`src/rtl/data_cache_stage.sv`:
```
// Memory stage: direct-mapped write-back data cache with 128-bit line refill/eviction handshake.
// Optional byte loads/stores are enabled by defining CACHE_BYTE_ACCESS_EN.
module data_cache_stage #(
    parameter int LINES = 4
) (
    input  logic         clk_i,
    input  logic         rst_i,
    input  logic         kill_i,
    input  logic         a_valid_i,
    input  logic         a_is_load_i,
    input  logic         a_is_store_i,
`ifdef CACHE_BYTE_ACCESS_EN
    input  logic         a_byte_i,
`endif
    input  logic [31:0]  a_addr_i,
    input  logic [31:0]  a_store_data_i,
    input  logic [31:0]  a_alu_result_i,
    input  logic         a_reg_write_enable_i,
    input  logic [31:0]  a_write_addr_i,
    output logic [31:0]  c_data_o,
    output logic         c_reg_write_enable_o,
    output logic [31:0]  c_write_addr_o,
    output logic         stall_core_o,
    output logic         mem_req_o,
    output logic         mem_we_o,
    output logic [31:0]  mem_addr_o,
    output logic [127:0] mem_wdata_o,
    input  logic [127:0] mem_rdata_i,
    input  logic         mem_ready_i
);

    localparam int IDX_W = $clog2(LINES);
    localparam int TAG_W = 28 - IDX_W;

    typedef enum logic [1:0] {IDLE, WRITEBACK, REFILL} state_t;

    state_t             state_q, state_d;
    logic [LINES-1:0]   valid_q, dirty_q;
    logic [TAG_W-1:0]   tag_q  [LINES];
    logic [127:0]       data_q [LINES];
    logic [27:0]        line_q;
    logic [31:0]        mem_addr_q;
    logic [127:0]       mem_wdata_q;

    logic [IDX_W-1:0]   idx, fill_idx;
    logic [TAG_W-1:0]   tag, fill_tag;
    logic               mem_op, hit, miss, store_hit, victim_dirty, fill_done;
    logic [127:0]       line;
    logic [31:0]        word, load_data;

`ifdef CACHE_BYTE_ACCESS_EN
    function automatic logic [31:0] sext8(input logic signed [7:0] b);
        logic signed [31:0] w;
        w = b;
        return w;
    endfunction
`endif

    assign idx          = a_addr_i[IDX_W+3:4];
    assign tag          = a_addr_i[31:IDX_W+4];
    assign fill_idx     = line_q[IDX_W-1:0];
    assign fill_tag     = line_q[27:IDX_W];
    assign line         = data_q[idx];
    assign word         = line[{a_addr_i[3:2], 5'b00000} +: 32];

    assign mem_op       = a_valid_i & (a_is_load_i | a_is_store_i) & ~kill_i;
    assign hit          = valid_q[idx] && (tag_q[idx] == tag);
    assign miss         = (state_q == IDLE) & mem_op & ~hit;
    assign store_hit    = (state_q == IDLE) & mem_op & hit & a_is_store_i;
    assign victim_dirty = valid_q[idx] & dirty_q[idx];
    assign fill_done    = (state_q == REFILL) & mem_ready_i;

`ifdef CACHE_BYTE_ACCESS_EN
    assign load_data = a_byte_i ? sext8(line[{a_addr_i[3:0], 3'b000} +: 8]) : word;
`else
    logic unused_addr_lsb;
    assign unused_addr_lsb = ^a_addr_i[1:0];
    assign load_data       = word;
`endif

    assign c_data_o             = (a_valid_i & a_is_load_i) ? load_data : a_alu_result_i;
    assign c_reg_write_enable_o = a_reg_write_enable_i & ~kill_i;
    assign c_write_addr_o       = a_write_addr_i;
    assign stall_core_o         = (state_q != IDLE) | miss;

    // Request outputs decode only registered state, never the a_* inputs.
    assign mem_req_o   = (state_q != IDLE);
    assign mem_we_o    = (state_q == WRITEBACK);
    assign mem_addr_o  = mem_addr_q;
    assign mem_wdata_o = mem_wdata_q;

    always_ff @(posedge clk_i or posedge rst_i) begin
        if (rst_i) state_q <= IDLE;
        else       state_q <= state_d;
    end

    always_comb begin
        state_d = state_q;
        case (state_q)
            IDLE:      if (miss) state_d = victim_dirty ? WRITEBACK : REFILL;
            WRITEBACK: if (mem_ready_i) state_d = REFILL;
            REFILL:    if (mem_ready_i) state_d = IDLE;
            default:   state_d = IDLE;
        endcase
    end

    always_ff @(posedge clk_i or posedge rst_i) begin
        if (rst_i) begin
            valid_q     <= '0;
            dirty_q     <= '0;
            line_q      <= '0;
            mem_addr_q  <= '0;
            mem_wdata_q <= '0;
        end else begin
            case (state_q)
                IDLE: begin
                    if (miss) begin
                        line_q <= a_addr_i[31:4];
                        if (victim_dirty) begin
                            mem_addr_q  <= {tag_q[idx], idx, 4'b0000};
                            mem_wdata_q <= data_q[idx];
                        end else begin
                            mem_addr_q  <= {a_addr_i[31:4], 4'b0000};
                        end
                    end else if (store_hit) begin
                        dirty_q[idx] <= 1'b1;
                    end
                end
                WRITEBACK: begin
                    if (mem_ready_i) begin
                        mem_addr_q  <= {line_q, 4'b0000};
                        mem_wdata_q <= '0;
                    end
                end
                REFILL: begin
                    if (mem_ready_i) begin
                        valid_q[fill_idx] <= 1'b1;
                        dirty_q[fill_idx] <= 1'b0;
                        mem_addr_q        <= '0;
                    end
                end
                default: ;
            endcase
        end
    end

    // Line storage carries no reset; valid bits gate its use.
    always_ff @(posedge clk_i) begin
        if (fill_done) begin
            data_q[fill_idx] <= mem_rdata_i;
            tag_q[fill_idx]  <= fill_tag;
        end else if (store_hit) begin
`ifdef CACHE_BYTE_ACCESS_EN
            if (a_byte_i)
                data_q[idx][{a_addr_i[3:0], 3'b000} +: 8] <= a_store_data_i[7:0];
            else
                data_q[idx][{a_addr_i[3:2], 5'b00000} +: 32] <= a_store_data_i;
`else
            data_q[idx][{a_addr_i[3:2], 5'b00000} +: 32] <= a_store_data_i;
`endif
        end
    end

endmodule
```
`config.mk`:
```
export PLATFORM = sky130hd
export DESIGN_NAME = data_cache_stage
export DESIGN_NICKNAME = d
export VERILOG_FILES = /design/src/rtl/data_cache_stage.sv
export SDC_FILE = /design/constraint.sdc
export NUM_CORES = 1
export LEC_CHECK = 0
export ABC_AREA = 1
export ABC_CLOCK_PERIOD_IN_PS = 11700
export CORE_MARGIN = 1.5
export CORE_UTILIZATION = 45
export CTS_BUF_LIST = sky130_fd_sc_hd__clkbuf_4
export DETAILED_ROUTE_END_ITERATION = 7
export HOLD_SLACK_MARGIN = 0.12
export PLACE_DENSITY = 0.68
export SLEW_MARGIN = 10
export SYNTH_ARGS = -nofsm -noshare
export SYNTH_HDL_FRONTEND = slang
export SYNTH_SLANG_ARGS = --single-unit
export TNS_END_PERCENT = 30
```
`constraint.sdc`:
```
create_clock -name clk_i -period 11.7 [get_ports clk_i]
set_input_delay 2.34 -clock clk_i [delete_from_list [all_inputs] [get_ports clk_i]]
set_output_delay 2.34 -clock clk_i [all_outputs]
set_load 0.1 [all_outputs]
```
==> impl_results.html <==
<table>
<tr><th>Metric</th><th>Value</th></tr>
<tr><th colspan="2">Power and ir drop</th></tr>
<tr><td>Max IR drop VDD</td><td>180.4 uV</td></tr>
<tr><td>Overall power of the completed layout</td><td>around 0.010 W</td></tr>
<tr><td>Power per cell area</td><td>247.3 nW/um^2</td></tr>
<tr><td>Static leakage</td><td>16.47 nW</td></tr>
<tr><th colspan="2">Clock tree</th></tr>
<tr><td>Number of buffers created by CTS</td><td>~200</td></tr>
<tr><td>Clock H-tree levels</td><td>4</td></tr>
<tr><td>Later-pin clock latency in the skew report</td><td>1.07 ns</td></tr>
<tr><td>Maximum root-to-sink buffer count</td><td>3</td></tr>
<tr><td>Clock Sink Count</td><td>810</td></tr>
<tr><td>Buffer type at the clock tree root</td><td>sky130_fd_sc_hd__clkbuf_4</td></tr>
<tr><td>Post-cts sizing count</td><td>0</td></tr>
<tr><td>Buffers inserted during post-CTS setup optimization</td><td>0</td></tr>
<tr><td>Clock-pin slew on the worst setup and hold paths</td><td>0.06 ns</td></tr>
<tr><td>TritonCTS clock tree</td><td>done</td></tr>
<tr><td>Cts-stage hold buffer count</td><td>0</td></tr>
<tr><th colspan="2">Floorplanning</th></tr>
<tr><td>Placement row count</td><td>101</td></tr>
<tr><td>Die W</td><td>about 280 um</td></tr>
<tr><td>Core outline area</td><td>76080 um^2</td></tr>
<tr><td>Number of I/O pins</td><td>492</td></tr>
<tr><td>Full die area</td><td>between 70000 and 80000 um^2</td></tr>
<tr><td>Chip height</td><td>280.5 um</td></tr>
<tr><td>Initial Util</td><td>45.54%</td></tr>
<tr><th colspan="2">Yosys</th></tr>
<tr><td>Seq/Total Area, Yosys</td><td>67.40%</td></tr>
<tr><td>Synth top area cells</td><td>sky130_fd_sc_hd__edfxtp_1 (53%), sky130_fd_sc_hd__dfrtp_1 (14%), sky130_fd_sc_hd__nand2_1 (10%)</td></tr>
<tr><td>Top-count cell post-synth</td><td>sky130_fd_sc_hd__nand2_1</td></tr>
<tr><td>Flop and latch count out of synthesis</td><td>slightly above 800</td></tr>
<tr><td>Post-synth EDFFs</td><td>616</td></tr>
<tr><td>Leading post-synthesis cells by instance count</td><td>sky130_fd_sc_hd__nand2_1 (938), sky130_fd_sc_hd__edfxtp_1 (616), sky130_fd_sc_hd__nand3_1 (250)</td></tr>
<tr><td>Share of synthesized registers carrying an async set or reset</td><td>23.95%</td></tr>
<tr><td>Flip-flop cell with the highest count after synthesis</td><td>sky130_fd_sc_hd__edfxtp_1</td></tr>
<tr><td>Count of different cell masters after synthesis</td><td>35</td></tr>
<tr><td>Biggest area consumer among synthesized cells</td><td>sky130_fd_sc_hd__edfxtp_1</td></tr>
<tr><td>Mean cell area of the mapped netlist</td><td>11.33 um^2</td></tr>
<tr><td>Share of the synthesized area in the top cell type</td><td>53.39%</td></tr>
<tr><td>Post-synthesis instance area</td><td>34650 um^2</td></tr>
<tr><td>Number of synthesis warnings</td><td>0</td></tr>
<tr><td>Mapped Cells</td><td>3058</td></tr>
<tr><th colspan="2">Worst setup path</th></tr>
<tr><td>FF-to-FF setup slack</td><td>6.35 ns</td></tr>
<tr><td>Critical Path Start</td><td>a_addr_i[5]</td></tr>
<tr><td>Depth of the most critical reg-to-reg path</td><td>13</td></tr>
<tr><td>Crit start category</td><td>primary input</td></tr>
<tr><td>R2R Path End</td><td>data_q[3][99]$_DFFE_PP_</td></tr>
<tr><td>Worst path arrival time</td><td>6.66 ns</td></tr>
<tr><td>Category of the worst setup path capture point</td><td>primary output</td></tr>
<tr><td>Worst Path Class, Setup</td><td>in -&gt; out</td></tr>
<tr><td>Launching point of the worst reg2reg path</td><td>state_q[0]$_DFFE_PP0P_</td></tr>
<tr><td>Peak fanout along the critical path</td><td>between 60 and 70</td></tr>
<tr><td>Data required, critical path</td><td>~9.4 ns</td></tr>
<tr><th colspan="2">STA</th></tr>
<tr><td>Number of setup violations in the final report</td><td>0</td></tr>
<tr><td>Final hold violation count</td><td>0</td></tr>
<tr><td>Part of the cycle the worst path needs</td><td>between 70% and 80%</td></tr>
<tr><td>Slew at the pin closest to its max-slew limit</td><td>~1.3 ns</td></tr>
<tr><td>Setup tns final</td><td>0 ns</td></tr>
<tr><td>Final period demand of the worst path</td><td>8.998 ns</td></tr>
<tr><td>Fmax</td><td>roughly 110 MHz</td></tr>
<tr><td>RSZ-0062 raised after global routing</td><td>no</td></tr>
<tr><td>Max-slew violation total from the final report</td><td>0</td></tr>
<tr><td>Relative slew slack</td><td>15.19%</td></tr>
<tr><td>Worst-case clock skew</td><td>about 0.083 ns</td></tr>
<tr><th colspan="2">Route</th></tr>
<tr><td>Number of detailed-route iterations in the first pass</td><td>6</td></tr>
<tr><td>Starting DRC count in detailed routing</td><td>3745</td></tr>
<tr><td>Via Count</td><td>27.27k</td></tr>
<tr><td>DRC violation count after routing</td><td>0</td></tr>
<tr><td>Average wire length per cell after detail routing</td><td>25.69 um</td></tr>
<tr><td>Antenna Nets Post-Route</td><td>0</td></tr>
<tr><td>Wire length after detailed routing</td><td>120300 um</td></tr>
<tr><td>Via-to-Cell Ratio</td><td>5.824</td></tr>
<tr><th colspan="2">Placed design</th></tr>
<tr><td>RD Place Congestion</td><td>0.9141</td></tr>
<tr><td>Total instance count after detailed placement</td><td>4302</td></tr>
<tr><td>Number of input and output port buffers inserted</td><td>421</td></tr>
<tr><td>Dpl hpwl</td><td>slightly below 80000 um</td></tr>
<tr><th colspan="2">Flow run</th></tr>
<tr><td>Maxcap violations</td><td>0</td></tr>
<tr><th colspan="2">Finish</th></tr>
<tr><td>Final Instance Count excl. Fillers</td><td>4683</td></tr>
<tr><td>Fraction of final layout cells with drive strength greater than 1</td><td>11.94%</td></tr>
<tr><td>Area Growth Syn to Fin</td><td>22.04%</td></tr>
<tr><td>Final core area utilization</td><td>55.58%</td></tr>
<tr><td>Filler instances</td><td>around 6.6k</td></tr>
<tr><td>Layout Nets</td><td>3747</td></tr>
<tr><th colspan="2">GRT</th></tr>
<tr><td>First-pass GRT wire length</td><td>~170000 um</td></tr>
<tr><td>Maximum number of pins on one net before global-route repair</td><td>203</td></tr>
<tr><td>Number of antenna violations at the first check in global routing</td><td>3</td></tr>
<tr><td>Overflow left after global routing</td><td>0</td></tr>
<tr><td>Via count of the first global-routing pass</td><td>~25k</td></tr>
<tr><td>Total routing resource utilization after global routing</td><td>a little under a third</td></tr>
<tr><th colspan="2">Outcome</th></tr>
<tr><td>Outcome</td><td>complete, no violations</td></tr>
<tr><th colspan="2">Hold path</th></tr>
<tr><td>Start point of the worst min-delay path</td><td>valid_q[2]$_DFFE_PP0P_</td></tr>
<tr><td>Hold Crit Endpoint</td><td>valid_q[2]$_DFFE_PP0P_</td></tr>
<tr><td>Worst Hold Depth</td><td>2</td></tr>
<tr><td>Type of the worst min-delay path</td><td>reg -&gt; reg</td></tr>
</table>
[critical path, cell delays in order]
cell	delay (ns)
sky130_fd_sc_hd__buf_2	0.07
sky130_fd_sc_hd__buf_4	0.40
sky130_fd_sc_hd__nand2_1	0.21
sky130_fd_sc_hd__inv_4	0.68
sky130_fd_sc_hd__nand2_1	0.10
sky130_fd_sc_hd__nand2_1	0.12
sky130_fd_sc_hd__nor2_1	0.08
sky130_fd_sc_hd__a21oi_1	0.13
sky130_fd_sc_hd__nand2_1	0.06
sky130_fd_sc_hd__nor2_1	0.10
sky130_fd_sc_hd__nand3_2	0.18
sky130_fd_sc_hd__o21ai_4	0.18
sky130_fd_sc_hd__buf_4	0.51
sky130_fd_sc_hd__nand2_1	0.28
sky130_fd_sc_hd__clkdlybuf4s50_1	1.08
[cells by family after synthesis]
kind of cell | after synthesis | synth area share (%)
compound gates | 605 | 12.73
fa+ha+maj | 8 | 0.2889
buf+inv | 353 | 4.622
flops | 810 | 67.40
other cells | 1 | 0.01082
simple gates | 1281 | 14.94
[cell type report]
| cell class | instances | area, um^2 | share of cell area (%) |
|---|---|---|---|
| Antenna cell | 2 | 5.005 | 0.01184 |
| Clock buffer | 296 | 2222 | 5.256 |
| Clock inverter | 83 | 554.3 | 1.311 |
| Inverter | 90 | 355.3 | 0.8404 |
| Multi-Input combinational cell | 1898 | 9867 | 23.34 |
| Sequential cell | 810 | 23350 | 55.23 |
| Tap cell | 1030 | 1289 | 3.048 |
| Timing Repair Buffer | 474 | 4637 | 10.97 |
[through the flow]
| step | instance area [um^2] | hold WS (ns) | setup WS (ns) |
|---|---|---|---|
| finish | 42280 | 0.4671 | 2.702 |
| global route | 42280 | 0.4877 | 2.433 |
| CTS | 42280 | 0.4685 | 2.758 |
| detailed placement | 39500 | 0.4544 | 2.775 |
| global placement | 39500 | 0.4467 | 2.818 |
| floorplan | 34660 | 0.4275 | 4.076 |
[how the worst max path moves through the flow]
stage	endpoint	cells after the start
floorplan	dirty_q[0]$_DFFE_PP0P_	1
global placement	c_data_o[9]	11
detailed placement	stall_core_o	15
CTS	stall_core_o	15
global route	stall_core_o	15
finish	stall_core_o	15
[metal layers]
| metal | part of all wire, % | vias up | track usage [%] |
|---|---|---|---|
| met3 | 12 | 261 | 8.377 |
| met2 | 45 | 1793 | 45.27 |
| met4 | 5.4 | 2 | 16.37 |
| li1 | - | 12070 | - |
| met1 | 38 | 13140 | 39.84 |
| met5 | 0.0091 | - | 0 |
[power breakdown]
part           switching (W)  internal, W  leakage, nW  total, W
logic                0.00311     0.000862         6.80   0.00397
clock network        0.00120      0.00129         1.63   0.00250
registers           0.000288      0.00370         8.04   0.00399
[cell usage in the layout (no fill, tap or decap), types with 12 or more instances in the layout]
cell and n:
sky130_fd_sc_hd__a21oi_1 50, sky130_fd_sc_hd__a221oi_1 128, sky130_fd_sc_hd__a22o_1 115, sky130_fd_sc_hd__a41oi_1 32, sky130_fd_sc_hd__buf_4 51, sky130_fd_sc_hd__clkbuf_4 296
sky130_fd_sc_hd__clkdlybuf4s50_1 415, sky130_fd_sc_hd__clkinv_1 48, sky130_fd_sc_hd__clkinv_2 18, sky130_fd_sc_hd__dfrtp_1 194, sky130_fd_sc_hd__edfxtp_1 616, sky130_fd_sc_hd__inv_1 81
sky130_fd_sc_hd__nand2_1 937, sky130_fd_sc_hd__nand3_1 249, sky130_fd_sc_hd__nor2_1 54, sky130_fd_sc_hd__nor2_4 12, sky130_fd_sc_hd__o21ai_0 78, sky130_fd_sc_hd__o21ai_1 63
sky130_fd_sc_hd__o31ai_1 128
[registers in the layout, indices dropped and copies added (netlist names)]
register	cells
data_q	512
mem_wdata_o	128
tag_q	104
line_q	28
mem_addr_o	28
dirty_q	4
valid_q	4
state_q	2
Power figures use the tool's default switching activity.
